`src/rtl/cpu_program_loader.sv`:
```
// Boot-time byte-stream loader: assembles instruction/data words, writes them through the
// cpu external memory ports, and enables the cpu once the trailer XOR checksum matches.
module cpu_program_loader #(
   parameter int IMEM_WORDS = 128,
   parameter int DMEM_WORDS = 128
) (
   input  logic        clk,
   input  logic        arst_n,
   input  logic        start,
   input  logic [7:0]  s_data,
   input  logic        s_valid,
   output logic        s_ready,
   output logic [63:0] addr_ext,
   output logic        wen_ext,
   output logic        ren_ext,
   output logic [31:0] wdata_ext,
   output logic [63:0] addr_ext_2,
   output logic        wen_ext_2,
   output logic        ren_ext_2,
   output logic [63:0] wdata_ext_2,
   output logic        cpu_enable,
   output logic        busy,
   output logic        done,
   output logic        error
);

   localparam logic [2:0] S_IDLE  = 3'd0;
   localparam logic [2:0] S_HDR   = 3'd1;
   localparam logic [2:0] S_IMEM  = 3'd2;
   localparam logic [2:0] S_DMEM  = 3'd3;
   localparam logic [2:0] S_CKSUM = 3'd4;
   localparam logic [2:0] S_RUN   = 3'd5;
   localparam logic [2:0] S_ERROR = 3'd6;

   localparam logic [31:0] IMEM_MAX = 32'(IMEM_WORDS);
   localparam logic [31:0] DMEM_MAX = 32'(DMEM_WORDS);

   logic [2:0]  state;
   logic [2:0]  byte_cnt;
   logic [15:0] n_i;
   logic [15:0] n_d;
   logic [15:0] k;
   logic [55:0] asm_word;
   logic [7:0]  cksum;
   logic        accept;
   logic [15:0] n_d_full;
   logic [2:0]  hdr_next;

   assign accept     = s_valid & s_ready;
   assign s_ready    = (state == S_HDR) || (state == S_IMEM) ||
                       (state == S_DMEM) || (state == S_CKSUM);
   assign busy       = s_ready;
   assign done       = (state == S_RUN);
   assign cpu_enable = (state == S_RUN);
   assign error      = (state == S_ERROR);
   assign ren_ext    = 1'b0;
   assign ren_ext_2  = 1'b0;

   // The 4th header byte completes n_d in the same cycle the section decision is made.
   assign n_d_full = {s_data, n_d[7:0]};

   always_comb begin
      hdr_next = S_CKSUM;
      if ((32'(n_i) > IMEM_MAX) || (32'(n_d_full) > DMEM_MAX))
         hdr_next = S_ERROR;
      else if (n_i != 16'd0)
         hdr_next = S_IMEM;
      else if (n_d_full != 16'd0)
         hdr_next = S_DMEM;
   end

   always_ff @(posedge clk) begin
      if (arst_n) begin
         state       <= S_IDLE;
         byte_cnt    <= '0;
         n_i         <= '0;
         n_d         <= '0;
         k           <= '0;
         asm_word    <= '0;
         cksum       <= '0;
         addr_ext    <= '0;
         wen_ext     <= 1'b0;
         wdata_ext   <= '0;
         addr_ext_2  <= '0;
         wen_ext_2   <= 1'b0;
         wdata_ext_2 <= '0;
      end else begin
         wen_ext   <= 1'b0;
         wen_ext_2 <= 1'b0;
         case (state)
            S_IDLE: begin
               if (start) begin
                  state    <= S_HDR;
                  byte_cnt <= '0;
                  k        <= '0;
                  cksum    <= '0;
               end
            end
            S_HDR: begin
               if (accept) begin
                  cksum <= cksum ^ s_data;
                  case (byte_cnt[1:0])
                     2'd0:    n_i[7:0]  <= s_data;
                     2'd1:    n_i[15:8] <= s_data;
                     2'd2:    n_d[7:0]  <= s_data;
                     default: n_d[15:8] <= s_data;
                  endcase
                  if (byte_cnt == 3'd3) begin
                     byte_cnt <= '0;
                     k        <= '0;
                     state    <= hdr_next;
                  end else begin
                     byte_cnt <= byte_cnt + 3'd1;
                  end
               end
            end
            S_IMEM: begin
               if (accept) begin
                  cksum <= cksum ^ s_data;
                  if (byte_cnt == 3'd3) begin
                     // Write data is captured separately so streaming continues during the strobe.
                     wen_ext   <= 1'b1;
                     addr_ext  <= {46'd0, k, 2'b00};
                     wdata_ext <= {s_data, asm_word[23:0]};
                     byte_cnt  <= '0;
                     if (k == n_i - 16'd1) begin
                        k     <= '0;
                        state <= (n_d != 16'd0) ? S_DMEM : S_CKSUM;
                     end else begin
                        k <= k + 16'd1;
                     end
                  end else begin
                     asm_word[{byte_cnt, 3'b000} +: 8] <= s_data;
                     byte_cnt <= byte_cnt + 3'd1;
                  end
               end
            end
            S_DMEM: begin
               if (accept) begin
                  cksum <= cksum ^ s_data;
                  if (byte_cnt == 3'd7) begin
                     wen_ext_2   <= 1'b1;
                     addr_ext_2  <= {45'd0, k, 3'b000};
                     wdata_ext_2 <= {s_data, asm_word};
                     byte_cnt    <= '0;
                     if (k == n_d - 16'd1) begin
                        k     <= '0;
                        state <= S_CKSUM;
                     end else begin
                        k <= k + 16'd1;
                     end
                  end else begin
                     asm_word[{byte_cnt, 3'b000} +: 8] <= s_data;
                     byte_cnt <= byte_cnt + 3'd1;
                  end
               end
            end
            S_CKSUM: begin
               if (accept)
                  state <= (s_data == cksum) ? S_RUN : S_ERROR;
            end
            default: ;
         endcase
      end
   end

endmodule

```
`config.mk`:
```
export PLATFORM = sky130hd
export DESIGN_NAME = cpu_program_loader
export DESIGN_NICKNAME = d
export VERILOG_FILES = /design/src/rtl/cpu_program_loader.sv
export SDC_FILE = /design/constraint.sdc
export NUM_CORES = 1
export LEC_CHECK = 0
export ABC_AREA = 0
export CORE_UTILIZATION = 51
export CTS_BUF_LIST = sky130_fd_sc_hd__clkbuf_8 sky130_fd_sc_hd__clkbuf_16
export CTS_CLUSTER_DIAMETER = 40
export DETAILED_ROUTE_END_ITERATION = 8
export PLACE_DENSITY = 0.79
export SYNTH_ARGS = -nofsm -noshare
export SYNTH_HDL_FRONTEND = slang
export SYNTH_SLANG_ARGS = --single-unit
```
`constraint.sdc`:
```
create_clock -name clk -period 3.6 [get_ports clk]
set_clock_uncertainty 0.2 [all_clocks]
set_input_delay 0.72 -clock clk [delete_from_list [all_inputs] [get_ports clk]]
set_output_delay 0.72 -clock clk [all_outputs]
set_load 0.01 [all_outputs]
```
# == Yosys cells after proc, flatten, opt, wreduce, memory -nomap -nowiden ==
# Cells that the tools add are included.
# Widths: inputs -> output; s select.
# classes
add_sub_neg,5
mul,0
div_mod_pow,0
n_lt_le_gt_ge,2
eq_ne,27
shift,2
mux,43
n_bitwise,6
n_reduce_logical,30
# ops
op,count
$mux 56,4
$mux 16,9
$pmux 56 s2,1
$pmux 16 s4,1
$mux 3,19
$bwmux 56,1
$shift 8x8->56 const A,1
$shiftx 8x8->56,1
$reduce_bool 16->1,3
$eq 16x16->1,2
$gt 16x8->1 const B,2
$sub 16x1->16 const B,2
$reduce_and 3->1,7
$add 16x1->16 const B,1
$mux 8,2
$pmux 8 s2,1
$pmux 3 s5,1
$ne 2x1->1 const B,7
$ne 2x2->1 const B,7
$eq 3x3->1 const B,4
$reduce_or 3->1,4
$reduce_and 11->1,1
$eq 3x2->1 const B,3
$pmux 3 s3,1
22 further kinds,30
# totals
ff_bits,248
latch_bits,0
ram_bits,0
rom_bits,0
in_bits,12
out_inout_bits,233
elab_cells,130
mem_count,0

# == Depth between registers and ports, before layout ==
# depth
depth_word,7
depth_mapped,13
depth_no_buf,10

# == Least setup slack after synthesis ==
# No wires, ideal clock.
# synth_path
path_kind,flip-flop to flip-flop
start,reg n_i[2]
end,reg k[5]
setup_ps,114
arrival_ps,2737
required_ps,3286
setup_slack_ps,549
stages_incl_launch_ff,11
path_buffers,2
period_less_slack_ps,3051
path_cell_list,dfxtp_1 -> buf_6 -> or4_4 -> or3_4 -> or3_1 -> a211oi_1 -> o2111ai_1 -> a22oi_2 -> buf_4 -> nor4b_1 -> a21o_1
# synth_between
elab_chain_cells,6
# synth_lines
item,line_no,text
start: declaration,40,logic [15:0] n_i;
start signal: assignment,103,2'd0: n_i[7:0] <= s_data;
$sub 16x1->16,126,if (k == n_i - 16'd1) begin
$eq 16x16->1,126,
$mux 16,126,
$mux 16,120,if (byte_cnt == 3'd3) begin
$mux 16,118,if (accept) begin
$pmux 16 s4,90,case (state)
end signal: assignment,130,k <= k + 16'd1;
end signal: assignment,150,k <= k + 16'd1;
end: declaration,42,logic [15:0] k;
# Every way passes these cells. The select of a mux whose other input is x is not followed.
# A chain may end at the register's enable or synchronous reset.

# == Final worst setup path ==
# layout_path
start,reg n_i[2]
end,reg k[12]
# The elaborated chain is that of the path after synthesis.

==> impl_metrics.tcl <==
set metrics [dict create \
    tns_ps 0 \
    leakage_nw 5.231 \
    diodes 0 \
    num_vias 10270 \
    finalSetupViolCount 0 \
    yosysTopAreaCellShare_pct 43.21 \
    violations "design-rule violations" \
    numClockSinks 248 \
    ys_ff_latch 248 \
    yosys-top-cells-count "349 x nand2_1, 248 x dfxtp_1, 217 x a21oi_1, 121 x nor2_1, 101 x buf_4" \
    synth_area_leaders "dfxtp_1 43%, nand2_1 11%, a21oi_1 9.5%, buf_4 6.6%, nor2_1 4.0%" \
    viasPerCell 5.366 \
    grt_pass1_wl_mm 49.26 \
    crit_fanout 8 \
    numCtsBuffers 34 \
    clk_latency_ps 510 \
    hold_buffers 0 \
    die_x_um 152.1 \
    cts.clk_slew.worst_paths_ps 60 \
    p_sw_share_pct 27.68 \
    yosysTopAreaCell "dfxtp_1" \
    core_um2 21960 \
    synth_cells 1500 \
    initial_utilization_pct 52.33 \
    ctsHtreeMaxLevel 2 \
    p_clk_share_pct 46.0 \
    tritoncts "yes" \
    hold_viol 0 \
    grt_max_degree 201 \
    drc 28 \
    synthAdderAreaFrac_pct 1.524 \
    yosys.area_share.simple_pct 24.62 \
    rows 54 \
    fin_util_pct 63.92 \
    gp_congestion 0.8876 \
    wire_per_inst_um 15.80 \
    drv_cap 0 \
    max_slew_margin_pct 36.48 \
    synth_async_sr_flop_share_pct 0 \
    avgSynthCellArea_um2 7.661 \
    drive_gt1_share_pct 7.103 \
    synth-seq-area-share_pct 43.21 \
    nets 1635 \
    clockRootBuffer "clkbuf_16" \
    slew_violations 0 \
    tightest_slew_ps 949.3 \
    synth_edf_count 0 \
    combinationalPowerShare_pct 15.6 \
    fin_crit_sh_pct 95.19 \
    worstPathArrival_ps 3620 \
    finalCriticalPeriod_ps 3427 \
    peakVddDrop_v 0.0004440 \
    grt_pass1_vias 9550 \
    drtAntennaViolNets 0 \
    grt_use_total_pct 25.95 \
    antenna_found_initial 0 \
    synth_top_family_by_area "simple AND/OR/NAND/NOR gates" \
    syn_area_um2 11490 \
    die-area_um2 23140 \
    startpoint_type "flip-flop" \
    ctsResizeCount 0 \
    p_int_w 0.005461 \
    hpwl_mm 20.05 \
    clock_tree.buffer_depth 3 \
    seqPwrFrac_pct 38.4 \
    synth-xor-area-share_pct 3.506 \
    drt_pre_antenna_iters 7 \
    status "finished, violations left" \
    drt_iter0_markers 876 \
    synth_most_common_cell "nand2_1" \
    critPathKind "reg -> reg" \
    synth-compound-area-share_pct 14.42 \
    wirelength_mm 30.22 \
    cts_setup_buffers 0 \
    synthFlopType "dfxtp_1" \
    overflow 0 \
    areaGrowthSynthToFinish_pct 22.15 \
    io_buffers 146 \
    ios 245 \
    powerDensity_nw_per_um2 538.0 \
    synth_warnings 0 \
    muxShareOfSynthArea_pct 1.851 \
    cp-end-kind "flip-flop" \
    synth_cell_type_count 56 \
    clock.fmax_ghz 0.2918 \
    hold_path_class "reg -> reg" \
    rsz0062_at_grt "no" \
    crit_required_ps 3800 \
    dieHeight_um 152.1 \
    p_switching_w 0.002091 \
]
## state kept, by name, summed over array words and instances, names as in the netlist
| signal | cells |
|---|---|
| asm_word | 56 |
| wdata_ext_2 | 64 |
| n_i | 16 |
| addr_ext_2 | 16 |
| byte_cnt | 3 |
| wen_ext | 1 |
| state | 3 |
| cksum | 8 |
| k | 16 |
| wen_ext_2 | 1 |
| addr_ext | 16 |
| wdata_ext | 32 |
| n_d | 16 |
## cells in the final DEF (no fill, tap or decap), types with 3 or more instances in the layout
| master | count |
|---|---|
| nand2_1 | 349 |
| dfxtp_1 | 248 |
| a21oi_1 | 217 |
| clkdlybuf4s50_1 | 145 |
| nor2_1 | 120 |
| conb_1 | 98 |
| nand3_1 | 54 |
| clkbuf_16 | 35 |
| buf_4 | 34 |
| xor2_1 | 25 |
| inv_1 | 24 |
| xnor2_1 | 21 |
| mux2i_1 | 19 |
| nor3_1 | 19 |
| nand2b_1 | 16 |
| and3_1 | 14 |
| o21ai_0 | 14 |
| ha_1 | 14 |
| nor4_1 | 13 |
| a21o_1 | 11 |
| nand4_1 | 10 |
| a211oi_1 | 10 |
| nor2b_1 | 9 |
| or3_1 | 8 |
| or4_1 | 8 |
| o22ai_1 | 8 |
| a22o_1 | 6 |
| clkbuf_8 | 6 |
| inv_6 | 6 |
| or2_2 | 5 |
| a22oi_1 | 5 |
| o31ai_1 | 4 |
| a311oi_1 | 4 |
| nor3b_1 | 4 |
| bufinv_16 | 4 |
| buf_12 | 3 |
## power groups by stage
| stage | registers, W | clock network [W] | logic [W] |
|---|---|---|---|
| after floorplan | 0.00291 | 0 | 0.000963 |
| after global routing | 0.00291 | 0.00364 | 0.00129 |
| after global placement | 0.00295 | 0 | 0.00114 |
| after detailed placement | 0.00295 | 0 | 0.00116 |
| after CTS | 0.00290 | 0.00352 | 0.00117 |
| final | 0.00290 | 0.00347 | 0.00118 |
## worst paths after layout
path	start	endpoint	slack, ps	depth (start not counted)
worst max-delay path	n_i[2]	k[12]	170	9
worst min-delay path	addr_ext_2[7]	addr_ext_2[7]	250	2
worst max register to register	n_i[2]	k[12]	170	9
worst min register to register	addr_ext_2[7]	addr_ext_2[7]	250	2
## stage by stage
stage	hold WS, ps	cell area (µm²)	instances	setup slack (ps)	power, W
after floorplan	231.5	11860	1597	549.1	0.003871
after global placement	237.9	12840	1853	163.9	0.004093
after detailed placement	243.4	12840	1853	152.7	0.004114
after CTS	252.8	14040	1913	190.3	0.007579
after global routing	270.9	14040	1913	62.26	0.007841
final	250.0	14040	1913	173.1	0.007551
## worst max-delay path: stages (launching register included)
cell and delay (ps):
dfxtp_1 400, or4_4 600, or3_4 420, or3_1 370
a211oi_1 230, o2111ai_1 240, a22oi_2 380, buf_4 230
a211oi_1 70, a21o_1 170
## final cells by class
class | count | area, µm²
Fill cell | 1829 | 7923
Tap cell | 280 | 350.3
Inverter | 21 | 78.83
Multi-Input combinational cell | 1121 | 5664
Timing Repair Buffer | 183 | 1778
Clock buffer | 41 | 958.4
Sequential cell | 248 | 4965
Clock inverter | 19 | 241.5
## routing by layer
layer | wire length, µm | global-route usage, % | part of all wire [%]
met1 | 12550 | 33.34 | 42
met2 | 14870 | 44.15 | 49
met3 | 2085 | 4.250 | 6.9
met4 | 711 | 8.795 | 2.4
met5 | 0 | 0 | 0
## kinds of logic (layout without fill, tap and decap cells)
kind of cell | after synthesis | after routing
buffers and inverters | 228 | 264
muxes | 21 | 21
xor gates and xnor gates | 46 | 46
other | 1 | 98
and+or+nand+nor | 647 | 647
DFF | 248 | 248
adders and majority gates | 14 | 14
AOI/OAI and AO/OA | 295 | 295
No activity file was read; power rests on OpenSTA's default activity.
